File: src/rtl/grey_pkg.sv
// Shared greyscale packing constants and helpers: default widths, packed-word
// field positions, and a constant-friendly clog2 for sizing position counters.
package grey_pkg;

    localparam int GREY_INPUT_WIDTH = 15;
    localparam int GREY_RGB_BITS    = 12;
    localparam int GREY_BITS        = 10;

    // Packed word layout: [14:10] carries five grey bits, [9:0] a redundant copy of grey[11:2].
    localparam int GREY_HI_MSB   = 14;
    localparam int GREY_HI_LSB   = 10;
    localparam int GREY_RED_MSB  = 9;
    localparam int GREY_RED_LSB  = 0;
    localparam int GREY_CHK_MSB  = 9;
    localparam int GREY_CHK_LSB  = 5;

    typedef logic [GREY_INPUT_WIDTH-1:0] grey_word_t;
    typedef logic [GREY_BITS-1:0]        grey10_t;

    function automatic int clog2(input int value);
        int r;
        r = 0;
        while ((1 << r) < value) begin
            r++;
        end
        return (r == 0) ? 1 : r;
    endfunction

    function automatic grey10_t grey10_from_words(input grey_word_t w1, input grey_word_t w2);
        return {w1[GREY_HI_MSB:GREY_HI_LSB], w2[GREY_HI_MSB:GREY_HI_LSB]};
    endfunction

    function automatic logic word_pair_mismatch(input grey_word_t w1, input grey_word_t w2);
        return (w1[GREY_RED_MSB:GREY_RED_LSB] != w2[GREY_RED_MSB:GREY_RED_LSB]) ||
               (w1[GREY_HI_MSB:GREY_HI_LSB] != w1[GREY_CHK_MSB:GREY_CHK_LSB]);
    endfunction

endpackage

File: src/rtl/grey_unpack_if.sv
// Word-pair input and pixel output stream of grey_unpack; slave is the unpacker,
// master is the upstream source plus downstream sink.
interface grey_unpack_if
    import grey_pkg::*;
#(
    parameter int NUM_COLS     = 640,
    parameter int NUM_ROWS     = 480,
    parameter int NUM_BITS_RGB = GREY_RGB_BITS,
    parameter int INPUT_WIDTH  = GREY_INPUT_WIDTH
);
    localparam int XW = clog2(NUM_COLS);
    localparam int YW = clog2(NUM_ROWS);

    logic [INPUT_WIDTH-1:0]  idata_in1;
    logic [INPUT_WIDTH-1:0]  idata_in2;
    logic                    ivalid;
    logic                    oready;
    logic [NUM_BITS_RGB-1:0] ored_out;
    logic [NUM_BITS_RGB-1:0] ogreen_out;
    logic [NUM_BITS_RGB-1:0] oblue_out;
    logic [XW-1:0]           ox_pos;
    logic [YW-1:0]           oy_pos;
    logic                    ovalid;
    logic                    iready;
    logic                    osof;
    logic                    oeol;

    modport slave (
        input  idata_in1, idata_in2, ivalid, iready,
        output oready, ored_out, ogreen_out, oblue_out,
        output ox_pos, oy_pos, ovalid, osof, oeol
    );

    modport master (
        output idata_in1, idata_in2, ivalid, iready,
        input  oready, ored_out, ogreen_out, oblue_out,
        input  ox_pos, oy_pos, ovalid, osof, oeol
    );

endinterface

File: src/rtl/grey_pos_counter.sv
// Raster position of the pixel currently presented; advances once per accepted
// output pixel and wraps at line and frame ends.
module grey_pos_counter
    import grey_pkg::*;
#(
    parameter  int NUM_COLS = 640,
    parameter  int NUM_ROWS = 480,
    localparam int XW       = clog2(NUM_COLS),
    localparam int YW       = clog2(NUM_ROWS)
) (
    input  logic          clk,
    input  logic          rst,
    input  logic          clr_i,
    input  logic          en_i,
    output logic [XW-1:0] x_o,
    output logic [YW-1:0] y_o,
    output logic          x_wrap_o,
    output logic          frame_wrap_o
);
    localparam logic [XW-1:0] X_LAST = XW'(NUM_COLS - 1);
    localparam logic [YW-1:0] Y_LAST = YW'(NUM_ROWS - 1);

    logic [XW-1:0] x_q, x_d;
    logic [YW-1:0] y_q, y_d;

    always_comb begin
        x_d = x_q;
        y_d = y_q;
        if (clr_i) begin
            x_d = '0;
            y_d = '0;
        end else if (en_i) begin
            if (x_q == X_LAST) begin
                x_d = '0;
                y_d = (y_q == Y_LAST) ? '0 : y_q + 1'b1;
            end else begin
                x_d = x_q + 1'b1;
            end
        end
    end

    always_ff @(posedge clk or posedge rst) begin
        if (rst) begin
            x_q <= '0;
            y_q <= '0;
        end else begin
            x_q <= x_d;
            y_q <= y_d;
        end
    end

    assign x_o          = x_q;
    assign y_o          = y_q;
    assign x_wrap_o     = (x_q == X_LAST);
    assign frame_wrap_o = (x_q == X_LAST) && (y_q == Y_LAST);

endmodule

File: src/rtl/grey_unpack.sv
// Rebuilds a 10-bit grey value from a packed word pair and presents it on all three
// colour channels with raster position. Define GREY_UNPACK_CHECK_EN for the oerr check.
module grey_unpack
    import grey_pkg::*;
#(
    parameter int NUM_COLS     = 640,
    parameter int NUM_ROWS     = 480,
    parameter int NUM_BITS_RGB = GREY_RGB_BITS,
    parameter int INPUT_WIDTH  = GREY_INPUT_WIDTH
) (
    input  logic iclk,
    input  logic irst,
    input  logic iclr,
`ifdef GREY_UNPACK_CHECK_EN
    output logic oerr,
`endif
    grey_unpack_if.slave bus
);
    localparam int XW = clog2(NUM_COLS);
    localparam int YW = clog2(NUM_ROWS);

    logic                    in_xfer;
    logic                    out_xfer;
    logic                    ovalid_q, ovalid_d;
    logic [NUM_BITS_RGB-1:0] grey_q, grey_d;
    grey10_t                 grey10;
    logic [XW-1:0]           x_pos;
    logic [YW-1:0]           y_pos;
    logic                    x_wrap;
    logic                    unused_frame_wrap;

    // One-entry output register: a new pair is taken whenever the slot is empty or draining.
    assign bus.oready = !ovalid_q || bus.iready;
    assign in_xfer    = bus.ivalid && bus.oready;
    assign out_xfer   = ovalid_q && bus.iready;
    assign grey10     = grey10_from_words(bus.idata_in1[GREY_INPUT_WIDTH-1:0],
                                          bus.idata_in2[GREY_INPUT_WIDTH-1:0]);

    always_comb begin
        ovalid_d = ovalid_q;
        grey_d   = grey_q;
        if (iclr) begin
            ovalid_d = 1'b0;
        end else if (in_xfer) begin
            ovalid_d = 1'b1;
            grey_d   = NUM_BITS_RGB'(grey10) << (NUM_BITS_RGB - GREY_BITS);
        end else if (out_xfer) begin
            ovalid_d = 1'b0;
        end
    end

    always_ff @(posedge iclk or posedge irst) begin
        if (irst) begin
            ovalid_q <= 1'b0;
            grey_q   <= '0;
        end else begin
            ovalid_q <= ovalid_d;
            grey_q   <= grey_d;
        end
    end

    grey_pos_counter #(
        .NUM_COLS (NUM_COLS),
        .NUM_ROWS (NUM_ROWS)
    ) u_pos (
        .clk          (iclk),
        .rst          (irst),
        .clr_i        (iclr),
        .en_i         (out_xfer),
        .x_o          (x_pos),
        .y_o          (y_pos),
        .x_wrap_o     (x_wrap),
        .frame_wrap_o (unused_frame_wrap)
    );

    assign bus.ored_out   = grey_q;
    assign bus.ogreen_out = grey_q;
    assign bus.oblue_out  = grey_q;
    assign bus.ovalid     = ovalid_q;
    assign bus.ox_pos     = x_pos;
    assign bus.oy_pos     = y_pos;
    assign bus.osof       = ovalid_q && (x_pos == '0) && (y_pos == '0);
    assign bus.oeol       = ovalid_q && x_wrap;

`ifdef GREY_UNPACK_CHECK_EN
    logic err_q, err_d;

    always_comb begin
        err_d = err_q;
        if (iclr) begin
            err_d = 1'b0;
        end else if (in_xfer && word_pair_mismatch(bus.idata_in1[GREY_INPUT_WIDTH-1:0],
                                                   bus.idata_in2[GREY_INPUT_WIDTH-1:0])) begin
            err_d = 1'b1;
        end
    end

    always_ff @(posedge iclk or posedge irst) begin
        if (irst) begin
            err_q <= 1'b0;
        end else begin
            err_q <= err_d;
        end
    end

    assign oerr = err_q;
`else
    // The redundant copy is only consumed by the check logic.
    logic unused_redundant;
    assign unused_redundant = ^{bus.idata_in1[GREY_RED_MSB:GREY_RED_LSB],
                                bus.idata_in2[GREY_RED_MSB:GREY_RED_LSB]};
`endif

endmodule

File: src/flat_wrapper.sv
// flat-port wrapper written by rule: the top's interface ports become plain ports
module grey_unpack_flat import grey_pkg::*;
#(
    parameter int NUM_COLS     = 640,
    parameter int NUM_ROWS     = 480,
    parameter int NUM_BITS_RGB = GREY_RGB_BITS,
    parameter int INPUT_WIDTH  = GREY_INPUT_WIDTH
)
  (iclk, irst, iclr, bus_idata_in1, bus_idata_in2, bus_ivalid, bus_iready, bus_oready, bus_ored_out, bus_ogreen_out, bus_oblue_out, bus_ox_pos, bus_oy_pos, bus_ovalid, bus_osof, bus_oeol);
  grey_unpack_if #(.NUM_COLS(NUM_COLS), .NUM_ROWS(NUM_ROWS), .NUM_BITS_RGB(NUM_BITS_RGB), .INPUT_WIDTH(INPUT_WIDTH)) bus_i ();
  input  logic iclk;
  input  logic irst;
  input  logic iclr;
  input wire logic [$bits(bus_i.idata_in1)-1:0] bus_idata_in1;
  input wire logic [$bits(bus_i.idata_in2)-1:0] bus_idata_in2;
  input wire logic [$bits(bus_i.ivalid)-1:0] bus_ivalid;
  input wire logic [$bits(bus_i.iready)-1:0] bus_iready;
  output wire logic [$bits(bus_i.oready)-1:0] bus_oready;
  output wire logic [$bits(bus_i.ored_out)-1:0] bus_ored_out;
  output wire logic [$bits(bus_i.ogreen_out)-1:0] bus_ogreen_out;
  output wire logic [$bits(bus_i.oblue_out)-1:0] bus_oblue_out;
  output wire logic [$bits(bus_i.ox_pos)-1:0] bus_ox_pos;
  output wire logic [$bits(bus_i.oy_pos)-1:0] bus_oy_pos;
  output wire logic [$bits(bus_i.ovalid)-1:0] bus_ovalid;
  output wire logic [$bits(bus_i.osof)-1:0] bus_osof;
  output wire logic [$bits(bus_i.oeol)-1:0] bus_oeol;
  assign bus_i.idata_in1 = bus_idata_in1;
  assign bus_i.idata_in2 = bus_idata_in2;
  assign bus_i.ivalid = bus_ivalid;
  assign bus_i.iready = bus_iready;
  assign bus_oready = bus_i.oready;
  assign bus_ored_out = bus_i.ored_out;
  assign bus_ogreen_out = bus_i.ogreen_out;
  assign bus_oblue_out = bus_i.oblue_out;
  assign bus_ox_pos = bus_i.ox_pos;
  assign bus_oy_pos = bus_i.oy_pos;
  assign bus_ovalid = bus_i.ovalid;
  assign bus_osof = bus_i.osof;
  assign bus_oeol = bus_i.oeol;
  grey_unpack #(.NUM_COLS(NUM_COLS), .NUM_ROWS(NUM_ROWS), .NUM_BITS_RGB(NUM_BITS_RGB), .INPUT_WIDTH(INPUT_WIDTH)) u_core (.iclk(iclk), .irst(irst), .iclr(iclr), .bus(bus_i));
endmodule
File: config.mk
export PLATFORM = sky130hd
export DESIGN_NAME = grey_unpack_flat
export DESIGN_NICKNAME = d
export VERILOG_FILES = /design/src/rtl/grey_pkg.sv /design/src/rtl/grey_unpack_if.sv /design/src/rtl/grey_pos_counter.sv /design/src/rtl/grey_unpack.sv /design/src/flat_wrapper.sv
export SDC_FILE = /design/constraint.sdc
export NUM_CORES = 1
export LEC_CHECK = 0
export CORE_UTILIZATION = 42
export CTS_CLUSTER_DIAMETER = 80
export DETAILED_ROUTE_END_ITERATION = 8
export HOLD_SLACK_MARGIN = 0.15
export PLACE_DENSITY = 0.82
export SKIP_LAST_GASP = 1
export SYNTH_ARGS = -nofsm -noshare
export SYNTH_HDL_FRONTEND = slang
export SYNTH_SLANG_ARGS = --single-unit
File: constraint.sdc
create_clock -name iclk -period 3.4 [get_ports iclk]
set_input_delay 0.34 -clock iclk [delete_from_list [all_inputs] [get_ports iclk]]
set_output_delay 0.34 -clock iclk [all_outputs]
set_load 0.05 [all_outputs]
==> results of run 1 <==
-- per-layer routing --
metal | vias to the layer above | share of wire [%]
li1 | 689 | -
met1 | 688 | 43
met2 | 63 | 49
met3 | 5 | 7.1
met4 | 0 | 1.3
met5 | - | 0
-- layout make-up --
class	instances	area [um2]	area share, %
multi-input cells	111	762	31.9
well taps	50	62.6	2.62
flip-flops and latches	30	751	31.4
clock buffers	7	86.3	3.61
inverters	10	37.5	1.57
repair buffers	69	686	28.7
clock inverters	1	5.00	0.209
-- power breakdown --
group	leakage [nW]	internal, W	switching (W)
logic	0.532	0.000143	0.000299
registers	0.395	0.000379	0.0000213
clock network	0.0482	0.000163	0.000125
-- worst paths after layout --
kind | start | to | slack, ns | depth (start not counted)
max reg2reg | u_core.u_pos.x_o[1]$_DFFE_PP0P_ | u_core.u_pos.y_o[5]$_DFFE_PP0P_ | 1.15 | 5
min reg2reg | u_core.bus.oblue_out[5]$_DFFE_PP0P_ | u_core.bus.oblue_out[5]$_DFFE_PP0P_ | 0.56 | 1
max in group asynchronous | irst | u_core.bus.oblue_out[6]$_DFFE_PP0P_ | 2.67 | 3
min | irst | u_core.bus.oblue_out[3]$_DFFE_PP0P_ | 0.44 | 3
min in group iclk | u_core.bus.oblue_out[5]$_DFFE_PP0P_ | u_core.bus.oblue_out[5]$_DFFE_PP0P_ | 0.56 | 1
max | u_core.u_pos.x_o[0]$_DFFE_PP0P_ | bus_osof | 0.58 | 6
-- synthesized netlist by cell type (all sizes together) (2+ instances only) --
cell type,count,area [um2]
a21o,2,15.0
o31ai,2,20.0
o21ai,6,30.0
xor2,3,26.3
mux2,10,113
or4,3,22.5
nand4,4,31.3
clkbuf,2,7.51
and3,3,18.8
xnor2,5,43.8
nor4,6,37.5
nor3,4,20.0
inv,10,37.5
nor2,9,33.8
ha,4,50.1
dfrtp,30,751
nand2,8,30.0
or3b,2,17.5
or3,3,18.8
nand3,6,30.0
nand2b,2,12.5
buf,28,205
a21oi,10,50.1
-- state kept, by name, indices dropped and copies added, names as in the netlist --
| name | cells |
|---|---|
| u_core.bus.oblue_out | 10 |
| u_core.bus.ovalid | 1 |
| u_core.u_pos.x_o | 10 |
| u_core.u_pos.y_o | 9 |
-- worst min-delay path: stages --
cell                              delay, ns
sky130_fd_sc_hd__clkdlybuf4s50_1       0.40
sky130_fd_sc_hd__inv_1                 0.05
sky130_fd_sc_hd__buf_4                 0.34
-- stage by stage --
stage / hold slack (ns) / worst slack (ns) / power (W) / util (%)
final: 0.440 / 0.581 / 0.00113 / 59.7
after global routing: 0.483 / 0.505 / 0.00118 / 59.7
after CTS: 0.453 / 0.587 / 0.00115 / 59.7
after detailed placement: 0.548 / 0.916 / 0.000852 / 57.5
after global placement: 0.537 / 0.854 / 0.000847 / 57.5
after floorplan: 0.431 / 0.382 / 0.000760 / -
-- kinds of logic after synthesis --
family          count (synthesis)
compound gates                 24
xor+xnor                        8
fa+ha+maj                       4
buf+inv                        40
flops                          30
mux                            11
other cells                     1
simple gates                   58
-- cells in the final DEF, fill, tap and decap left out, types with 3 or more instances in the layout --
master | Yosys | routed
sky130_fd_sc_hd__a21oi_1 | 10 | 10
sky130_fd_sc_hd__and3_1 | 3 | 3
sky130_fd_sc_hd__clkbuf_8 | 0 | 6
sky130_fd_sc_hd__clkdlybuf4s50_1 | 0 | 67
sky130_fd_sc_hd__conb_1 | 1 | 6
sky130_fd_sc_hd__dfrtp_1 | 30 | 30
sky130_fd_sc_hd__ha_1 | 4 | 4
sky130_fd_sc_hd__inv_1 | 10 | 10
sky130_fd_sc_hd__mux2_2 | 10 | 10
sky130_fd_sc_hd__nand2_1 | 8 | 8
sky130_fd_sc_hd__nand3_1 | 6 | 6
sky130_fd_sc_hd__nand4_1 | 3 | 3
sky130_fd_sc_hd__nor2_1 | 9 | 9
sky130_fd_sc_hd__nor3_1 | 4 | 4
sky130_fd_sc_hd__nor4_1 | 6 | 6
sky130_fd_sc_hd__o21ai_0 | 6 | 6
sky130_fd_sc_hd__or3_1 | 3 | 3
sky130_fd_sc_hd__or4_1 | 3 | 3
sky130_fd_sc_hd__xnor2_1 | 5 | 5
sky130_fd_sc_hd__xor2_1 | 3 | 3
==> summary.md, run 1 <==
| Metric | Value |
|---|---|
| Placer's final routability congestion estimate | `approximately 0.85` |
| Fin Clk Skew | `just under 0.003 ns` |
| Multiplexer share of the synthesized area | `under 10%` |
| # rows | `23` |
| Run status | `finished clean` |
| Most used DFF post-synth | `sky130_fd_sc_hd__dfrtp_1` |
| Tightest Hold Check Type | `primary input to asynchronous set/reset pin` |
| Compound-cell area share of the yosys netlist | `8.97%` |
| Antenna-violating nets left | `0` |
| Relative slew margins | `45.7%` |
| Worst endpoint data arrival time | `2.48 ns` |
| Required time of the critical path | `between 3 and 4 ns` |
| Unique cell type count in the Yosys netlist | `40` |
| Placement Cell Area | `2300 um2` |
| Upper clock frequency limit | `355 MHz` |
| Number of setup violations in the final report | `0` |
| Number of hold buffers added after CTS | `0` |
| Avg WL per Cell | `roughly 13 um` |
| Syn avg cell area | `about 9.9 um2` |
| Die height | `66.4 um` |
| Setup repair after global routing missed its margin | `false` |
| Total congestion overflow after global routing | `0` |
| IO Pins | `94` |
| Clock Sink Count | `30` |
| Pin count of the biggest net entering global routing | `31` |
| Detailed-route via count | `1445` |
| Crit path kind | `flop to output port` |
| Starting utilization of the core area | `43.6%` |
| Delay of the slowest critical-path stage | `0.87 ns` |
| Final period utilization | `between 80% and 90%` |
| Synth Register Bits | `30` |
| Routed via count divided by cell count | `5.20` |
| GRT Total Usage | `18.1%` |
| H-tree Lvls | `2` |
| Post-Synth Simple-Gate Area | `approximately a fifth` |
| Final antenna diode count | `0` |
| Port-buffer cells | `67` |
| Share of final-layout standard cells stronger than drive strength 1 | `9.65%` |
| Number of DRC markers after the initial detailed-route iteration | `41` |
| Number of global-route vias before repair | `roughly 1300` |
| Chain of cells forming the critical path | `inv_1 -> ha_1 -> nor4bb_1 -> nand3_1 -> nor4_1 -> clkdlybuf4s50_1` |
| Total number of nets in the final design | `266` |
| Post-CTS setup buffer count | `0` |
| Seq/Total Area, Yosys | `43.0%` |
| Number of antenna violations at the first check in global routing | `0` |
| Number of placed instances, taps included | `270` |
| Total die area | `4410 um2` |
| Post-Synth Adder-Cell Area | `2.87%` |
| M1 GR Usage | `22.5%` |
| Max-cap violations | `0` |
| Met3 global-route usage | `5.17%` |
| Actual slew at the worst max-slew pin | `0.805 ns` |
| Crit-path max FO | `5` |
| Post-synthesis cell area | `1740 um2` |
| Post-route insts no fill | `278` |
| Hpwl dp | `~2800 um` |
| Area growth from synthesis to layout | `37.0%` |
| Leakage | `0.976 nW` |
| TritonCTS Buffers | `5` |
| Yosys warning total | `0` |
| Gate count of the mapped netlist | `176` |
| Fill count | `367` |
| Clk_lat worst skew | `0.28 ns` |
| Number of gates resized after CTS | `0` |
| Async set-reset flop share out of synthesis | `100%` |
| Post-route setup TNS | `0 ns` |
| Number of remaining DRC errors | `0` |
| First-pass GRT wire length | `5980 um` |
| Worst-case clock buffer depth | `2` |
| Type of element capturing the critical path | `output port` |
| Dominant delay contributor by cell family on the critical path | `buffers and inverters` |
| Number of hold violations in the final report | `0` |
| Dominant combinational cell family by area after synthesis | `simple AND/OR/NAND/NOR gates` |
| Slowest stage cell on the critical path | `sky130_fd_sc_hd__clkdlybuf4s50_1` |
| Synth Area in XOR/XNOR | `4.02%` |
| Worst VDD drop | `between 200 and 250 uV` |
| Busiest metal layer after global routing | `met2` |
| Global routing met2 resource utilization | `between 20% and 30%` |
| Total wire length | `3750 um` |
| Std-Cell Core Area | `4000 um2` |
| Crit start category | `flop` |
| Post-synth EDFFs | `0` |
| Iteration count of the initial detailed-routing pass | `4` |
| Horizontal die dimension | `66.4 um` |
| Root Buffer Master | `sky130_fd_sc_hd__clkbuf_8` |
| CTS tree | `yes` |
| Period minus WS final | `approximately 2.8 ns` |
| Clock-pin slew on the worst setup and hold paths | `0.06 ns` |
| Power per cell area | `473 nW/um2` |
| Buffers plus inverters on the worst setup path | `2` |
| Design area | `between 2000 and 2500 um2` |
| Final Max Tran Viols | `0` |
No activity file was read; power rests on OpenSTA's default activity.
==> run 2, diff against run 1 <==
Settings changed: CORE_UTILIZATION 42 to 39, PLACE_DENSITY 0.82 to 0.76.
Clock period 3.4 ns to 2.64 ns, I/O delays scaled along.
==> run 2 against run 1 <==
Effect of this change: critical path type unchanged; sequential share of layout area shrank 0.45 points; setup slack worse by 0.14 ns; hold slack worse by 0.082 ns; register-to-register slack lost 0.71 ns.
==> summary.md, run 2 (same netlist as run 1, synthesis figures left out) <==
| Metric | Value |
|---|---|
| Fin Clk Skew | `0.00689 ns (+0.00398 ns)` |
| Most common cell after layout, fill and taps aside | `sky130_fd_sc_hd__clkdlybuf4s50_1` |
| Antenna-violating nets left | `0 (unchanged)` |
| Avg WL per Cell | `14.4 um (+6.7%)` |
| Worst VDD drop | `371 uV (+61%)` |
| Number of remaining DRC errors | `0 (unchanged)` |
| Post-route setup TNS | `0 ns (unchanged)` |
| Dominant delay contributor by cell family on the critical path | `simple AND/OR/NAND/NOR gates` |
| Worst reg-to-reg setup slack | `0.44 ns (-0.71 ns)` |
| H-tree Lvls | `2 (unchanged)` |
| Number of global-route vias before repair | `1282 (-0.16%)` |
| Max-cap violations | `0 (unchanged)` |
| Std-Cell Core Area | `4140 um2 (+3.6%)` |
| TritonCTS Buffers | `5 (unchanged)` |
| Share of final-layout standard cells stronger than drive strength 1 | `12.1% (+2.5 points)` |
| Commonest cells after routing, fill and taps aside | `sky130_fd_sc_hd__clkdlybuf4s50_1 (65), sky130_fd_sc_hd__dfrtp_1 (30), sky130_fd_sc_hd__inv_1 (10), sky130_fd_sc_hd__mux2_2 (10), sky130_fd_sc_hd__a21oi_1 (10)` |
| Pin count of the biggest net entering global routing | `31 (unchanged)` |
| Leakage | `1.01 nW (+3.7%)` |
| Actual slew at the worst max-slew pin | `0.517 ns (-0.288 ns)` |
| Final Max Tran Viols | `0 (unchanged)` |
| Worst hold-check slack | `0.358 ns (-0.0821 ns)` |
| Die height | `68.9 um (+3.7%)` |
| Number of antenna violations at the first check in global routing | `0 (unchanged)` |
| Buffers plus inverters on the worst setup path | `2 (unchanged)` |
| Critical R2R Capture | `u_core.u_pos.y_o[5]$_DFFE_PP0P_` |
| Area of the multi-input gates | `774 um2 (+1.6%)` |
| Worst setup timing slack at the placement stage | `0.415 ns (-0.501 ns)` |
| Total congestion overflow after global routing | `0 (unchanged)` |
| Crit-path max FO | `5 (unchanged)` |
| Critical register-to-register path startpoint | `u_core.u_pos.x_o[0]$_DFFE_PP0P_` |
| Number of setup violations in the final report | `0 (unchanged)` |
| Tightest Hold Check Type | `primary input to asynchronous set/reset pin` |
| Area growth from synthesis to layout | `39.0%` |
| Run status | `finished clean` |
| Worst endpoint data arrival time | `1.94 ns (-0.54 ns)` |
| Slowest stage cell on the critical path | `sky130_fd_sc_hd__dfrtp_1` |
| Total die area | `4740 um2 (+7.5%)` |
| Final antenna diode count | `0 (unchanged)` |
| Sequential cell area | `751 um2 (unchanged)` |
| Iteration count of the initial detailed-routing pass | `5 (+1)` |
| Relative slew margins | `65.4% (+20 points)` |
| Design area | `2420 um2 (+1.5%)` |
| First-pass GRT wire length | `5960 um (-0.23%)` |
| Crit start category | `flop` |
| Detailed-route via count | `1449 (+0.28%)` |
| Routed via count divided by cell count | `5.16 (-0.79%)` |
| Number of hold violations in the final report | `0 (unchanged)` |
| # rows | `23 (unchanged)` |
| Number of gates resized after CTS | `0 (unchanged)` |
| Horizontal die dimension | `68.9 um (+3.7%)` |
| Total number of nets in the final design | `269 (+1.1%)` |
| Starting utilization of the core area | `42.1% (-1.5 points)` |
| Number of DRC markers after the initial detailed-route iteration | `85 (+110%)` |
| Setup slack of the critical path after layout | `0.437 ns (-0.144 ns)` |
| Period minus WS final | `2.20 ns` |
| Delay of the slowest critical-path stage | `0.44 ns (-0.43 ns)` |
| Total wire length | `4040 um (+7.9%)` |
| Power per cell area | `608 nW/um2 (+28%)` |
| Chain of cells forming the critical path | `inv_1 -> ha_1 -> nor4bb_1 -> nand3_1 -> nor4_2 -> buf_4` |
| Upper clock frequency limit | `roughly 450 MHz` |
| Placement Cell Area | `2330 um2 (+1.4%)` |
| Required time of the critical path | `2.38 ns (-0.68 ns)` |
| Hpwl dp | `2940 um (+6.6%)` |
| Root Buffer Master | `sky130_fd_sc_hd__clkbuf_8` |
| Type of element capturing the critical path | `output port` |
| Clk_lat worst skew | `0.29 ns (about the same)` |
| Placer's final routability congestion estimate | `0.824 (-3.5%)` |
| Crit path kind | `flop to output port` |
| Setup repair after global routing missed its margin | `false` |
| Final period utilization | `83.4%` |
| GRT Total Usage | `17.7% (-0.39 points)` |
| Depth of the worst register-to-register path | `5 (unchanged)` |
| CTS tree | `yes` |
| Worst-case clock buffer depth | `2 (unchanged)` |
| Clock Sink Count | `30 (unchanged)` |
| IO Pins | `94 (unchanged)` |
| Post-CTS setup buffer count | `0 (unchanged)` |
| Utilization after layout | `58.5% (-1.2 points)` |
| Fill count | `374 (+1.9%)` |
| Clock-pin slew on the worst setup and hold paths | `0.07 ns (about the same)` |
| Port-buffer cells | `67 (unchanged)` |
| Number of hold buffers added after CTS | `0 (unchanged)` |
[run 2: changes by cell type in the layout (fill, tap and decap cells not counted)]
cell,change
sky130_fd_sc_hd__nor4_1,-2
sky130_fd_sc_hd__clkdlybuf4s50_1,-2
sky130_fd_sc_hd__nor4_2,+2
sky130_fd_sc_hd__buf_4,+4
sky130_fd_sc_hd__dlymetal6s2s_1,+1
[run 2: tightest hold or removal path: cells and delay by family]
kind	cells	cell delay, ns
buffers and inverters	3	0.79
[run 2: metal layers]
metal | global-route usage [%] | wire (um)
met4 | 11.0 | 99
met1 | 23.4 | 1830
met5 | 0 | 0
met2 | 25.8 | 1930
met3 | 4.11 | 185
[run 2: worst max-delay path by stage]
stage | slack, ns | from | end | cells after the start
2_1_floorplan | 0.25 | u_core.u_pos.y_o[0]$_DFFE_PP0P_ | bus_osof | 5
3_3_place_gp | 0.40 | u_core.u_pos.x_o[0]$_DFFE_PP0P_ | bus_oeol | 4
3_5_place_dp | 0.41 | u_core.u_pos.x_o[0]$_DFFE_PP0P_ | bus_oeol | 4
4_1_cts | 0.08 | u_core.u_pos.x_o[0]$_DFFE_PP0P_ | bus_oeol | 4
5_1_grt | 0.31 | u_core.u_pos.x_o[0]$_DFFE_PP0P_ | u_core.u_pos.y_o[5]$_DFFE_PP0P_ | 5
6_report | 0.44 | u_core.u_pos.x_o[0]$_DFFE_PP0P_ | bus_osof | 6
[run 2: area by class of cell]
class	count	share of cell area, %
multi-input cells	111	31.9
flip-flops and latches	30	31.0
repair buffers	72	29.2
clock buffers	7	3.56
well taps	50	2.58
inverters	10	1.55
clock inverters	1	0.206
[run 2: stage by stage]
step | instances | total power [W]
2_1_floorplan | 181 | 0.000980
3_3_place_gp | 273 | 0.00110
3_5_place_dp | 273 | 0.00110
4_1_cts | 281 | 0.00149
5_1_grt | 281 | 0.00153
6_report | 281 | 0.00147
[run 2: power breakdown]
group	leakage (nW)	internal, W	switching (W)
logic	0.568	0.000185	0.000390
clock network	0.0482	0.000210	0.000172
registers	0.395	0.000489	0.0000286
